File: config.mk
export PLATFORM = sky130hd
export DESIGN_NAME = mem_port_arbiter_flat
export DESIGN_NICKNAME = d
export VERILOG_FILES = /design/src/rtl/mem_port_arbiter_if.sv /design/src/rtl/mem_port_arbiter.sv /design/src/flat_wrapper.sv
export SDC_FILE = /design/constraint.sdc
export NUM_CORES = 1
export LEC_CHECK = 0
export ABC_CLOCK_PERIOD_IN_PS = 2000
export BUFFER_PORTS_ARGS = -buffer_cell sky130_fd_sc_hd__buf_2
export CORE_MARGIN = 3
export CORE_UTILIZATION = 25
export CTS_CLUSTER_DIAMETER = 30
export DETAILED_ROUTE_END_ITERATION = 12
export GPL_ROUTABILITY_DRIVEN = 0
export PLACE_DENSITY = 0.48
export SLEW_MARGIN = 20
export SYNTH_ARGS = -nofsm -noshare
export SYNTH_HDL_FRONTEND = slang
export SYNTH_SLANG_ARGS = --single-unit
File: constraint.sdc
create_clock -name clk -period 2 [get_ports clk]
set_clock_uncertainty 0.05 [all_clocks]
set_input_delay 0.1 -clock clk [delete_from_list [all_inputs] [get_ports clk]]
set_output_delay 0.1 -clock clk [all_outputs]
set_load 0.02 [all_outputs]
File: src/rtl/mem_port_arbiter_if.sv
// Bundle of requester (IF/LS) and memory-side signals around mem_port_arbiter.
// slave: the arbiter's view; master: the requesters' and memory's view.
interface mem_port_arbiter_if;
  logic        if_req;
  logic [31:0] if_addr;
  logic        if_ack;
  logic [31:0] if_rdata;

  logic        ls_req;
  logic        ls_we;
  logic [1:0]  ls_size;
  logic [31:0] ls_addr;
  logic [31:0] ls_wdata;
  logic        ls_ack;
  logic [31:0] ls_rdata;

  logic        mem_req;
  logic        mem_we;
  logic [1:0]  mem_size;
  logic [31:0] mem_addr;
  logic [31:0] mem_wdata;
  logic        mem_ready;
  logic [31:0] mem_rdata;

  logic        bus_err;
  logic        busy;

  modport slave (
    input  if_req, if_addr,
    output if_ack, if_rdata,
    input  ls_req, ls_we, ls_size, ls_addr, ls_wdata,
    output ls_ack, ls_rdata,
    output mem_req, mem_we, mem_size, mem_addr, mem_wdata,
    input  mem_ready, mem_rdata,
    output bus_err, busy
  );

  modport master (
    output if_req, if_addr,
    input  if_ack, if_rdata,
    output ls_req, ls_we, ls_size, ls_addr, ls_wdata,
    input  ls_ack, ls_rdata,
    input  mem_req, mem_we, mem_size, mem_addr, mem_wdata,
    output mem_ready, mem_rdata,
    input  bus_err, busy
  );
endinterface

File: src/rtl/mem_port_arbiter.sv
// Shares one memory port between instruction fetch and load/store: arbitrates,
// runs one transaction at a time with a ready timeout, and returns a one-cycle ack.
module mem_port_arbiter #(
  parameter int unsigned TIMEOUT = 16
) (
  input logic              clk,
  input logic              rst_n,
  mem_port_arbiter_if.slave bus
);

  localparam int unsigned    CW       = (TIMEOUT > 1) ? $clog2(TIMEOUT) : 1;
  localparam logic [CW-1:0]  CNT_LAST = CW'(TIMEOUT - 1);

  typedef enum logic [1:0] {
    IDLE = 2'b00,
    BUSY = 2'b01,
    RESP = 2'b10
  } state_e;

  state_e        state_q, state_d;
  logic          last_ls_q, last_ls_d;
  logic          grant_ls_q, grant_ls_d;
  logic [CW-1:0] cnt_q, cnt_d;

  logic          mem_req_q, mem_req_d;
  logic          mem_we_q, mem_we_d;
  logic [1:0]    mem_size_q, mem_size_d;
  logic [31:0]   mem_addr_q, mem_addr_d;
  logic [31:0]   mem_wdata_q, mem_wdata_d;
  logic          if_ack_q, if_ack_d;
  logic          ls_ack_q, ls_ack_d;
  logic [31:0]   if_rdata_q, if_rdata_d;
  logic [31:0]   ls_rdata_q, ls_rdata_d;
  logic          bus_err_q, bus_err_d;
  logic          busy_q, busy_d;

  logic          ls_aligned;
  logic          pick_ls;

  always_comb begin
    unique case (bus.ls_size)
      2'b00:   ls_aligned = 1'b1;
      2'b01:   ls_aligned = ~bus.ls_addr[0];
      2'b10:   ls_aligned = (bus.ls_addr[1:0] == 2'b00);
      default: ls_aligned = 1'b0;
    endcase
  end

  // Round-robin only under contention; a lone requester never flips the priority.
  assign pick_ls = bus.ls_req & (~bus.if_req | ~last_ls_q);

  always_comb begin
    state_d     = state_q;
    last_ls_d   = last_ls_q;
    grant_ls_d  = grant_ls_q;
    cnt_d       = cnt_q;
    mem_req_d   = mem_req_q;
    mem_we_d    = mem_we_q;
    mem_size_d  = mem_size_q;
    mem_addr_d  = mem_addr_q;
    mem_wdata_d = mem_wdata_q;
    if_ack_d    = 1'b0;
    ls_ack_d    = 1'b0;
    if_rdata_d  = '0;
    ls_rdata_d  = '0;
    bus_err_d   = 1'b0;

    unique case (state_q)
      IDLE: begin
        if (bus.if_req | bus.ls_req) begin
          if (bus.if_req & bus.ls_req) begin
            last_ls_d = pick_ls;
          end
          grant_ls_d = pick_ls;
          cnt_d      = '0;
          if (pick_ls) begin
            if (ls_aligned) begin
              mem_req_d   = 1'b1;
              mem_we_d    = bus.ls_we;
              mem_size_d  = bus.ls_size;
              mem_addr_d  = bus.ls_addr;
              mem_wdata_d = bus.ls_wdata;
              state_d     = BUSY;
            end else begin
              ls_ack_d  = 1'b1;
              bus_err_d = 1'b1;
              state_d   = RESP;
            end
          end else begin
            mem_req_d   = 1'b1;
            mem_we_d    = 1'b0;
            mem_size_d  = 2'b10;
            mem_addr_d  = bus.if_addr;
            mem_wdata_d = '0;
            state_d     = BUSY;
          end
        end
      end

      BUSY: begin
        cnt_d = cnt_q + CW'(1);
        if (bus.mem_ready) begin
          mem_req_d = 1'b0;
          state_d   = RESP;
          if (grant_ls_q) begin
            ls_ack_d   = 1'b1;
            ls_rdata_d = mem_we_q ? '0 : bus.mem_rdata;
          end else begin
            if_ack_d   = 1'b1;
            if_rdata_d = bus.mem_rdata;
          end
        end else if (cnt_q == CNT_LAST) begin
          mem_req_d = 1'b0;
          bus_err_d = 1'b1;
          state_d   = RESP;
          if (grant_ls_q) begin
            ls_ack_d = 1'b1;
          end else begin
            if_ack_d = 1'b1;
          end
        end
      end

      RESP: begin
        state_d = IDLE;
      end

      default: begin
        state_d   = IDLE;
        mem_req_d = 1'b0;
      end
    endcase

    busy_d = (state_d != IDLE);
  end

  always_ff @(posedge clk or negedge rst_n) begin
    if (!rst_n) begin
      state_q     <= IDLE;
      last_ls_q   <= 1'b0;
      grant_ls_q  <= 1'b0;
      cnt_q       <= '0;
      mem_req_q   <= 1'b0;
      mem_we_q    <= 1'b0;
      mem_size_q  <= '0;
      mem_addr_q  <= '0;
      mem_wdata_q <= '0;
      if_ack_q    <= 1'b0;
      ls_ack_q    <= 1'b0;
      if_rdata_q  <= '0;
      ls_rdata_q  <= '0;
      bus_err_q   <= 1'b0;
      busy_q      <= 1'b0;
    end else begin
      state_q     <= state_d;
      last_ls_q   <= last_ls_d;
      grant_ls_q  <= grant_ls_d;
      cnt_q       <= cnt_d;
      mem_req_q   <= mem_req_d;
      mem_we_q    <= mem_we_d;
      mem_size_q  <= mem_size_d;
      mem_addr_q  <= mem_addr_d;
      mem_wdata_q <= mem_wdata_d;
      if_ack_q    <= if_ack_d;
      ls_ack_q    <= ls_ack_d;
      if_rdata_q  <= if_rdata_d;
      ls_rdata_q  <= ls_rdata_d;
      bus_err_q   <= bus_err_d;
      busy_q      <= busy_d;
    end
  end

  assign bus.mem_req   = mem_req_q;
  assign bus.mem_we    = mem_we_q;
  assign bus.mem_size  = mem_size_q;
  assign bus.mem_addr  = mem_addr_q;
  assign bus.mem_wdata = mem_wdata_q;
  assign bus.if_ack    = if_ack_q;
  assign bus.ls_ack    = ls_ack_q;
  assign bus.if_rdata  = if_rdata_q;
  assign bus.ls_rdata  = ls_rdata_q;
  assign bus.bus_err   = bus_err_q;
  assign bus.busy      = busy_q;

endmodule
File: src/flat_wrapper.sv
// flat-port wrapper written by rule: the top's interface ports become plain ports
module mem_port_arbiter_flat 
#(
  parameter int unsigned TIMEOUT = 16
)
  (clk, rst_n, bus_if_req, bus_if_addr, bus_if_ack, bus_if_rdata, bus_ls_req, bus_ls_we, bus_ls_size, bus_ls_addr, bus_ls_wdata, bus_ls_ack, bus_ls_rdata, bus_mem_req, bus_mem_we, bus_mem_size, bus_mem_addr, bus_mem_wdata, bus_mem_ready, bus_mem_rdata, bus_bus_err, bus_busy);
  mem_port_arbiter_if bus_i ();
  input logic clk;
  input logic rst_n;
  input wire logic [$bits(bus_i.if_req)-1:0] bus_if_req;
  input wire logic [$bits(bus_i.if_addr)-1:0] bus_if_addr;
  output wire logic [$bits(bus_i.if_ack)-1:0] bus_if_ack;
  output wire logic [$bits(bus_i.if_rdata)-1:0] bus_if_rdata;
  input wire logic [$bits(bus_i.ls_req)-1:0] bus_ls_req;
  input wire logic [$bits(bus_i.ls_we)-1:0] bus_ls_we;
  input wire logic [$bits(bus_i.ls_size)-1:0] bus_ls_size;
  input wire logic [$bits(bus_i.ls_addr)-1:0] bus_ls_addr;
  input wire logic [$bits(bus_i.ls_wdata)-1:0] bus_ls_wdata;
  output wire logic [$bits(bus_i.ls_ack)-1:0] bus_ls_ack;
  output wire logic [$bits(bus_i.ls_rdata)-1:0] bus_ls_rdata;
  output wire logic [$bits(bus_i.mem_req)-1:0] bus_mem_req;
  output wire logic [$bits(bus_i.mem_we)-1:0] bus_mem_we;
  output wire logic [$bits(bus_i.mem_size)-1:0] bus_mem_size;
  output wire logic [$bits(bus_i.mem_addr)-1:0] bus_mem_addr;
  output wire logic [$bits(bus_i.mem_wdata)-1:0] bus_mem_wdata;
  input wire logic [$bits(bus_i.mem_ready)-1:0] bus_mem_ready;
  input wire logic [$bits(bus_i.mem_rdata)-1:0] bus_mem_rdata;
  output wire logic [$bits(bus_i.bus_err)-1:0] bus_bus_err;
  output wire logic [$bits(bus_i.busy)-1:0] bus_busy;
  assign bus_i.if_req = bus_if_req;
  assign bus_i.if_addr = bus_if_addr;
  assign bus_if_ack = bus_i.if_ack;
  assign bus_if_rdata = bus_i.if_rdata;
  assign bus_i.ls_req = bus_ls_req;
  assign bus_i.ls_we = bus_ls_we;
  assign bus_i.ls_size = bus_ls_size;
  assign bus_i.ls_addr = bus_ls_addr;
  assign bus_i.ls_wdata = bus_ls_wdata;
  assign bus_ls_ack = bus_i.ls_ack;
  assign bus_ls_rdata = bus_i.ls_rdata;
  assign bus_mem_req = bus_i.mem_req;
  assign bus_mem_we = bus_i.mem_we;
  assign bus_mem_size = bus_i.mem_size;
  assign bus_mem_addr = bus_i.mem_addr;
  assign bus_mem_wdata = bus_i.mem_wdata;
  assign bus_i.mem_ready = bus_mem_ready;
  assign bus_i.mem_rdata = bus_mem_rdata;
  assign bus_bus_err = bus_i.bus_err;
  assign bus_busy = bus_i.busy;
  mem_port_arbiter #(.TIMEOUT(TIMEOUT)) u_core (.clk(clk), .rst_n(rst_n), .bus(bus_i));
endmodule
After elaboration in Yosys (flattened, before gate mapping):

Cells that the tools add are included.

* add/sub/neg operators: 1
* reduce and logical (&&, ||, !) cells: 10
* equality and inequality tests: 9
* bitwise operators: 8
* muxes and demuxes: 44

Operators with widths (number)
* $mux W32: 11
* $mux W1: 19
* $mux W2: 7
* $pmux W4 S2: 1
* $logic_not A2 Y1: 3
* $ne A3 B2 Y1 const B: 2
* $pmux W1 S3: 2
* $reduce_and A3 Y1: 2
* $add A4 B1 Y4 const B: 1
* $eq A2 B1 Y1 const B: 2
* $eq A2 B2 Y1 const B: 2
* $eq A4 B4 Y1 const B: 1
* $mux W4: 1
* $ne A2 B1 Y1 const B: 2
* $not A1 Y1: 4
* $pmux W1 S2: 2
* $pmux W2 S2: 1
* $reduce_and A2 Y1: 2
* $reduce_and A4 Y1: 1
* $reduce_bool A2 Y1: 2
* $and A1 B1 Y1: 2
* $or A1 B1 Y1: 2

* bits of input ports: 136
* flip-flop bits (word level): 144
* output and inout bits: 136
* logic and storage cells: 87

Longest topological paths before layout:

Gate-level depths: netlist of run 1.

* word-level depth: 7
* depth in mapped cells: 6
* depth with buffers taken out: 5

Worst setup path before layout of run 1:

No wires, ideal clock.

* path kind: reg-to-reg
* start: register u_core.state_q[1]
* end: register u_core.mem_size_q[1] (netlist: u_core.bus.mem_size[1])
* arrival: 1.415 ns
* stages on the path, launching flop included: 6
* buffers on the path: 1
* period minus slack after synthesis: 1.590 ns
* library setup time: 0.125 ns
* data required time: 1.825 ns
* setup slack: 0.410 ns
* cell sequence: dfrtp_1 > nor3b_4 > o21ai_2 > and2_1 > buf_6 > mux2_4

* cells in the longest elaborated chain, start to end: 2

RTL lines
* start, declared: RTL line mem_port_arbiter.sv:20 `state_e state_q, state_d;`
* start signal, assigned: RTL line mem_port_arbiter.sv:155 `state_q <= state_d;`
* $logic_not A2 Y1: RTL line mem_port_arbiter.sv:68 `unique case (state_q)`
* $reduce_and A3 Y1 (no source line)
* end signal, assigned: RTL line mem_port_arbiter.sv:161 `mem_size_q <= mem_size_d;`
* end, declared: RTL line mem_port_arbiter.sv:27 `logic [1:0] mem_size_q, mem_size_d;`

Every way passes these cells.
A chain may end at the register's enable or synchronous reset.

Worst setup path after layout of run 1:

* start: register u_core.last_ls_q
* end: register u_core.mem_addr_q[6] (netlist: u_core.bus.mem_addr[6])

* cells in the longest elaborated chain, start to end: 5
* elaborated cells on any way between the ends: 6
* classes of those cells: 1 x eq/ne; 1 x mux; 3 x bitwise; 1 x reduce/logical

RTL lines
* start, declared: RTL line mem_port_arbiter.sv:21 `logic last_ls_q, last_ls_d;`
* start signal, assigned: RTL line mem_port_arbiter.sv:156 `last_ls_q <= last_ls_d;`
* $not A1 Y1 *: RTL line mem_port_arbiter.sv:50 `assign pick_ls = bus.ls_req & (~bus.if_req | ~last_ls_q);`
* $or A1 B1 Y1 *: RTL line mem_port_arbiter.sv:50
* $and A1 B1 Y1 *: RTL line mem_port_arbiter.sv:50
* $ne A2 B1 Y1 (no source line)
* $reduce_and A3 Y1 (no source line)
* end signal, assigned: RTL line mem_port_arbiter.sv:162 `mem_addr_q <= mem_addr_d;`
* end, declared: RTL line mem_port_arbiter.sv:28 `logic [31:0] mem_addr_q, mem_addr_d;`

Mark *: on every way between the ends. The rest lies on a longest branch, timed or not.

==> flow_summary.json, run 1 <==
{
  "core_region_area_sq_um": 22000,
  "cp-end-kind": "register",
  "mostFrequentLayoutCell": "buf_2",
  "drv_cap": 0,
  "drive_gt1_frac": 0.361,
  "antenna_found_initial": 0,
  "diodes": 0,
  "finalInstanceArea_sq_um": 9280,
  "die_y_um": 156,
  "drt_iter0_drc": 189,
  "synth_fp_nets": 636,
  "synthCells": 499,
  "grt_pass1_wl_um": 28600,
  "min_period_ps": 1920,
  "worstSetupStartpointType": "register",
  "avgSynthCellArea_sq_um": 11.3,
  "wire_per_inst_um": 15.7,
  "clock_path_buffers": 2,
  "start_util": 0.256,
  "htreeDepth": 4,
  "finalPower_uw": 11900,
  "grt_max_degree": 99,
  "overflow": 0,
  "grtUsageTotal": 0.148,
  "post_cts_buffers": 0,
  "finalNonFillerCells": 1187,
  "max_slew_margin": 0.706,
  "yosys.area.top_type": "dfrtp_1",
  "peakVddDrop_mv": 0.553,
  "fin_crit_sh": 0.961,
  "area_growth_pct": 65.1,
  "crit_fanout": 17,
  "synth-seq-cells": 144,
  "tns_ps": 0,
  "cts.clk_slew.worst_paths_ps": 60,
  "setup_viol": 0,
  "cp.arrival_ps": 2170,
  "dp.cells": 1021,
  "status": "complete, no violations",
  "place_area_sq_um": 7330,
  "yosysWarnings": 0,
  "finalHoldViolCount": 0,
  "yosysSeqAreaShare": 0.641,
  "firstDrtPassIters": 6,
  "cts_inserted_buffers": 17,
  "synth_edf_count": 0,
  "synthFlopType": "dfrtp_1",
  "rows": 54,
  "tritoncts": "yes",
  "netlist.area_leader.share": 0.641,
  "hp-class": "primary input to register",
  "worst_pin_slew_ps": 440,
  "crit_required_ps": 2240,
  "place_hpwl_um": 11600,
  "dieArea_sq_um": 24300,
  "p_leak_uw": 0.00505,
  "yosys-top-cells-area": "dfrtp_1 (64%), and3_1 (7.1%), nand3_1 (6.4%)",
  "powerDensity_nw_per_um2": 1280,
  "async_flop_share": 1.00,
  "finalNetCount": 1032,
  "synth_area_sq_um": 5620,
  "crit_type": "register to register",
  "drv_slew": 0,
  "detail-route-antenna-nets": 0,
  "io_pins": 272,
  "dieWidth_um": 156,
  "fmax_mhz": 520,
  "layout_common_cells": "buf_2 (270), dfrtp_1 (144), dlygate4sd3_1 (133), nand3_1 (71), and3_1 (64)",
  "r2r_slack_ps": 80,
  "via_per_inst": 4.42,
  "clk_latency_ps": 410,
  "synthDistinctLibCells": 29,
  "drc": 0,
  "rsz0062_at_grt": "no",
  "grt_pass1_vias": 5498,
  "drt_wl_total_um": 18700,
  "vias": 5251,
  "cts_sinks": 144,
  "portBuffers": 271,
  "root_buffer": "clkbuf_16"
}
-- Yosys cell counts (all sizes together) (2+ instances only) --
cell type,instances
dfrtp,144
nand3,72
o21ai,72
and3,64
nand2,44
mux2i,32
clkbuf,28
buf,14
nor2,6
nand2b,3
a21oi,2
and2,2
nor2b,2
nor3,2
o31ai,2
xnor2,2
-- metrics by stage --
stage          worst slack [ps]   util  hold WS, ps
2_1_floorplan               410      -         -246
3_3_place_gp                430  0.334         10.8
3_5_place_dp                379  0.334         11.9
4_1_cts                    37.2  0.420         34.4
5_1_grt                    15.0  0.423         32.1
6_report                   77.9  0.423         26.7
-- layout make-up --
cell class / count / area, sq um
clock buffer: 19 / 443
clock inverter: 12 / 124
tap: 280 / 350
sequential: 144 / 3600
timing repair buffer: 419 / 2920
inverter: 1 / 3.75
fill: 2109 / 12700
multi-input combinational: 312 / 1840
-- sequential cells by signal, indices dropped and copies added, names as in the netlist --
signal	count
u_core.bus.bus_err	1
u_core.bus.busy	1
u_core.bus.if_ack	1
u_core.bus.if_rdata	32
u_core.bus.ls_ack	1
u_core.bus.ls_rdata	32
u_core.bus.mem_addr	32
u_core.bus.mem_req	1
u_core.bus.mem_size	2
u_core.bus.mem_wdata	32
u_core.bus.mem_we	1
u_core.cnt_q	4
u_core.grant_ls_q	1
u_core.last_ls_q	1
u_core.state_q	2
-- what timing repair did --
| item | CTS | global route |
|---|---|---|
| setup endpoints to repair | 0 | 15 |
| gates resized for setup | 0 | 1 |
| hold endpoints to repair | 246 | 0 |
| hold buffers | 133 | 0 |
-- critical path: stages, from the launching register on --
cell	delay, ps
dfrtp_1	400
nand2_1	90
and2_4	210
clkbuf_16	230
mux2i_1	190
dlygate4sd3_1	570
o21ai_1	60
-- final timing paths --
| path | startpoint | to | cells past startpoint |
|---|---|---|---|
| max | u_core.last_ls_q$_DFFE_PN0P_ | u_core.bus.mem_addr[6]$_DFFE_PN0P_ | 6 |
| min in group asynchronous | rst_n | u_core.bus.if_rdata[19]$_DFF_PN0_ | 2 |
| max in group asynchronous | rst_n | u_core.bus.mem_addr[5]$_DFFE_PN0P_ | 3 |
| min | bus_ls_addr[1] | u_core.bus.mem_addr[1]$_DFFE_PN0P_ | 3 |
| min reg2reg | u_core.bus.mem_req$_DFFE_PN0P_ | u_core.bus.mem_req$_DFFE_PN0P_ | 2 |
| max reg2reg | u_core.last_ls_q$_DFFE_PN0P_ | u_core.bus.mem_addr[6]$_DFFE_PN0P_ | 6 |
-- logic make-up after synthesis --
kind of cell               Yosys count  synth area share
xor gates and xnor gates             2           0.00312
buffers and inverters               43            0.0367
DFF                                144             0.641
AOI/OAI and AO/OA                   79            0.0737
muxes                               33            0.0596
and+or+nand+nor                    197             0.184
adders and majority gates            1           0.00223
-- power breakdown --
group	switching, uW	internal (uW)
clock	1330	1770
combinational	2850	1680
sequential	459	3780
total	4640	7230
-- routing by layer --
metal,up-vias,part of all wire,track usage
met3,29,0.066,0.0408
met4,0,0.016,0.0484
li1,2527,-,-
met1,2468,0.45,0.185
met2,227,0.47,0.248
met5,-,0,0
No activity file was read; power rests on OpenSTA's default activity.
==> run 2: changes to the inputs <==
==> constraint.sdc (replaced) <==
create_clock -name clk -period 2 [get_ports clk]
set_clock_uncertainty 0.05 [all_clocks]
set_input_delay 0 -clock clk [delete_from_list [all_inputs] [get_ports clk]]
set_output_delay 0 -clock clk [all_outputs]
set_load 0.02 [all_outputs]
==> flow_summary.json, run 2 (synthesized netlist as in run 1, its figures left out) <==
{
  "start_util": 0.256,
  "seqCellArea_sq_um": 3600,
  "finalHoldViolCount": 0,
  "clk_latency_ps": 410,
  "drt_wl_total_um": 19200,
  "tns_ps": 0,
  "core_region_area_sq_um": 22000,
  "tritoncts": "yes",
  "cp-startpoint": "u_core.last_ls_q$_DFFE_PN0P_",
  "clock_path_buffers": 2,
  "htreeDepth": 4,
  "powerDensity_nw_per_um2": 1280,
  "detail-route-antenna-nets": 0,
  "dieArea_sq_um": 24300,
  "r2r-start": "u_core.last_ls_q$_DFFE_PN0P_",
  "pre_cts_ws_ps": 307,
  "crit_type": "register to register",
  "dieWidth_um": 156,
  "area_growth_pct": 65.7,
  "setup_viol": 0,
  "crit_required_ps": 2250,
  "grt_max_degree": 99,
  "crit_fanout": 17,
  "min_period_ps": 1910,
  "r2r_slack_ps": 90,
  "finalNetCount": 1034,
  "antenna_found_initial": 0,
  "fillers": 2104,
  "overflow": 0,
  "drv_cap": 0,
  "rows": 54,
  "mostFrequentLayoutCell": "buf_2",
  "max_slew_margin": 0.683,
  "via_per_inst": 4.41,
  "p_leak_uw": 0.00508,
  "io_pins": 272,
  "fin_crit_sh": 0.956,
  "wire_per_inst_um": 16.1,
  "rsz0062_at_grt": "no",
  "cts_sinks": 144,
  "worst_pin_slew_ps": 475,
  "die_y_um": 156,
  "grt_pass1_vias": 5529,
  "peakVddDrop_mv": 0.581,
  "layout_common_cells": "buf_2 (270), dfrtp_1 (144), dlygate4sd3_1 (134), nand3_1 (71), and3_1 (64)",
  "fmax_mhz": 523,
  "cts_inserted_buffers": 17,
  "cp-end-kind": "register",
  "cp.arrival_ps": 2160,
  "firstDrtPassIters": 4,
  "root_buffer": "clkbuf_16",
  "vias": 5252,
  "worstSetupStartpointType": "register",
  "place_hpwl_um": 11600,
  "portBuffers": 271,
  "drv_slew": 0,
  "drive_gt1_frac": 0.363,
  "cts.clk_slew.worst_paths_ps": 70,
  "multi_input_area_sq_um": 1840,
  "status": "complete, no violations",
  "grt_pass1_wl_um": 29300,
  "grtUsageTotal": 0.152,
  "layout_setup_ws_ps": 88.3,
  "post_cts_buffers": 0,
  "hp-class": "primary input to asynchronous set/reset pin",
  "drt_iter0_drc": 207,
  "drc": 0
}
run 2: power breakdown:
part	internal (uW)	switching, uW	total (uW)	leakage, uW
Combinational	1670	2850	4520	0.00289
Sequential	3780	474	4250	0.00191
Clock	1790	1350	3140	0.000282
Total	7240	4670	11900	0.00508
run 2: final cells by class:
| type | count | share of cell area |
|---|---|---|
| diodes | 1 | 0.000269 |
| inverters | 1 | 0.000403 |
| well taps | 280 | 0.0376 |
| clock inverters | 14 | 0.0156 |
| clock buffers | 18 | 0.0471 |
| repair buffers | 421 | 0.315 |
| flip-flops and latches | 144 | 0.387 |
| multi-input cells | 312 | 0.197 |
run 2: worst paths after layout:
kind | endpoint | cells after the start
worst min-delay path | u_core.bus.if_rdata[25]$_DFF_PN0_ | 2
max in group asynchronous | u_core.bus.mem_wdata[2]$_DFFE_PN0P_ | 3
min in group clk | u_core.bus.busy$_DFF_PN0_ | 4
worst max register to register | u_core.bus.mem_addr[17]$_DFFE_PN0P_ | 6
worst min register to register | u_core.bus.mem_req$_DFFE_PN0P_ | 2
worst max-delay path | u_core.bus.mem_addr[17]$_DFFE_PN0P_ | 6
run 2: stage by stage:
stage / hold slack, ps / std cells / util / instance area [sq um] / power, uW
after global placement: -70.5 / 1022 / 0.334 / 7340 / 8500
after floorplan: -346 / 499 / - / 5620 / 6840
after CTS: 50.3 / 1188 / 0.422 / 9260 / 12000
after detailed placement: -71.6 / 1022 / 0.334 / 7340 / 8540
after global routing: 79.2 / 1190 / 0.424 / 9320 / 12700
final: 46.0 / 1191 / 0.424 / 9320 / 11900
run 2: per-layer routing:
metal | global-route usage | part of all wire | vias up
met4 | 0.0547 | 0.017 | 0
met1 | 0.188 | 0.43 | 2481
met2 | 0.254 | 0.48 | 212
li1 | - | - | 2534
met3 | 0.0433 | 0.067 | 25
met5 | 0 | 0 | -
run 2: critical path: stages, from the launching register on:
cell and delay [ps]:
dfrtp_1 390, nand2_1 90, and2_4 210, clkbuf_16 220, mux2i_1 200, dlygate4sd3_1 560, o21ai_1 50
run 2: repair_timing:
| item | 4_1_cts | 5_1_grt |
|---|---|---|
| gates resized for setup | 0 | 1 |
| hold buffers | 134 | 0 |
| endpoints found under the hold margin | 280 | 0 |
| setup endpoints to repair | 0 | 10 |
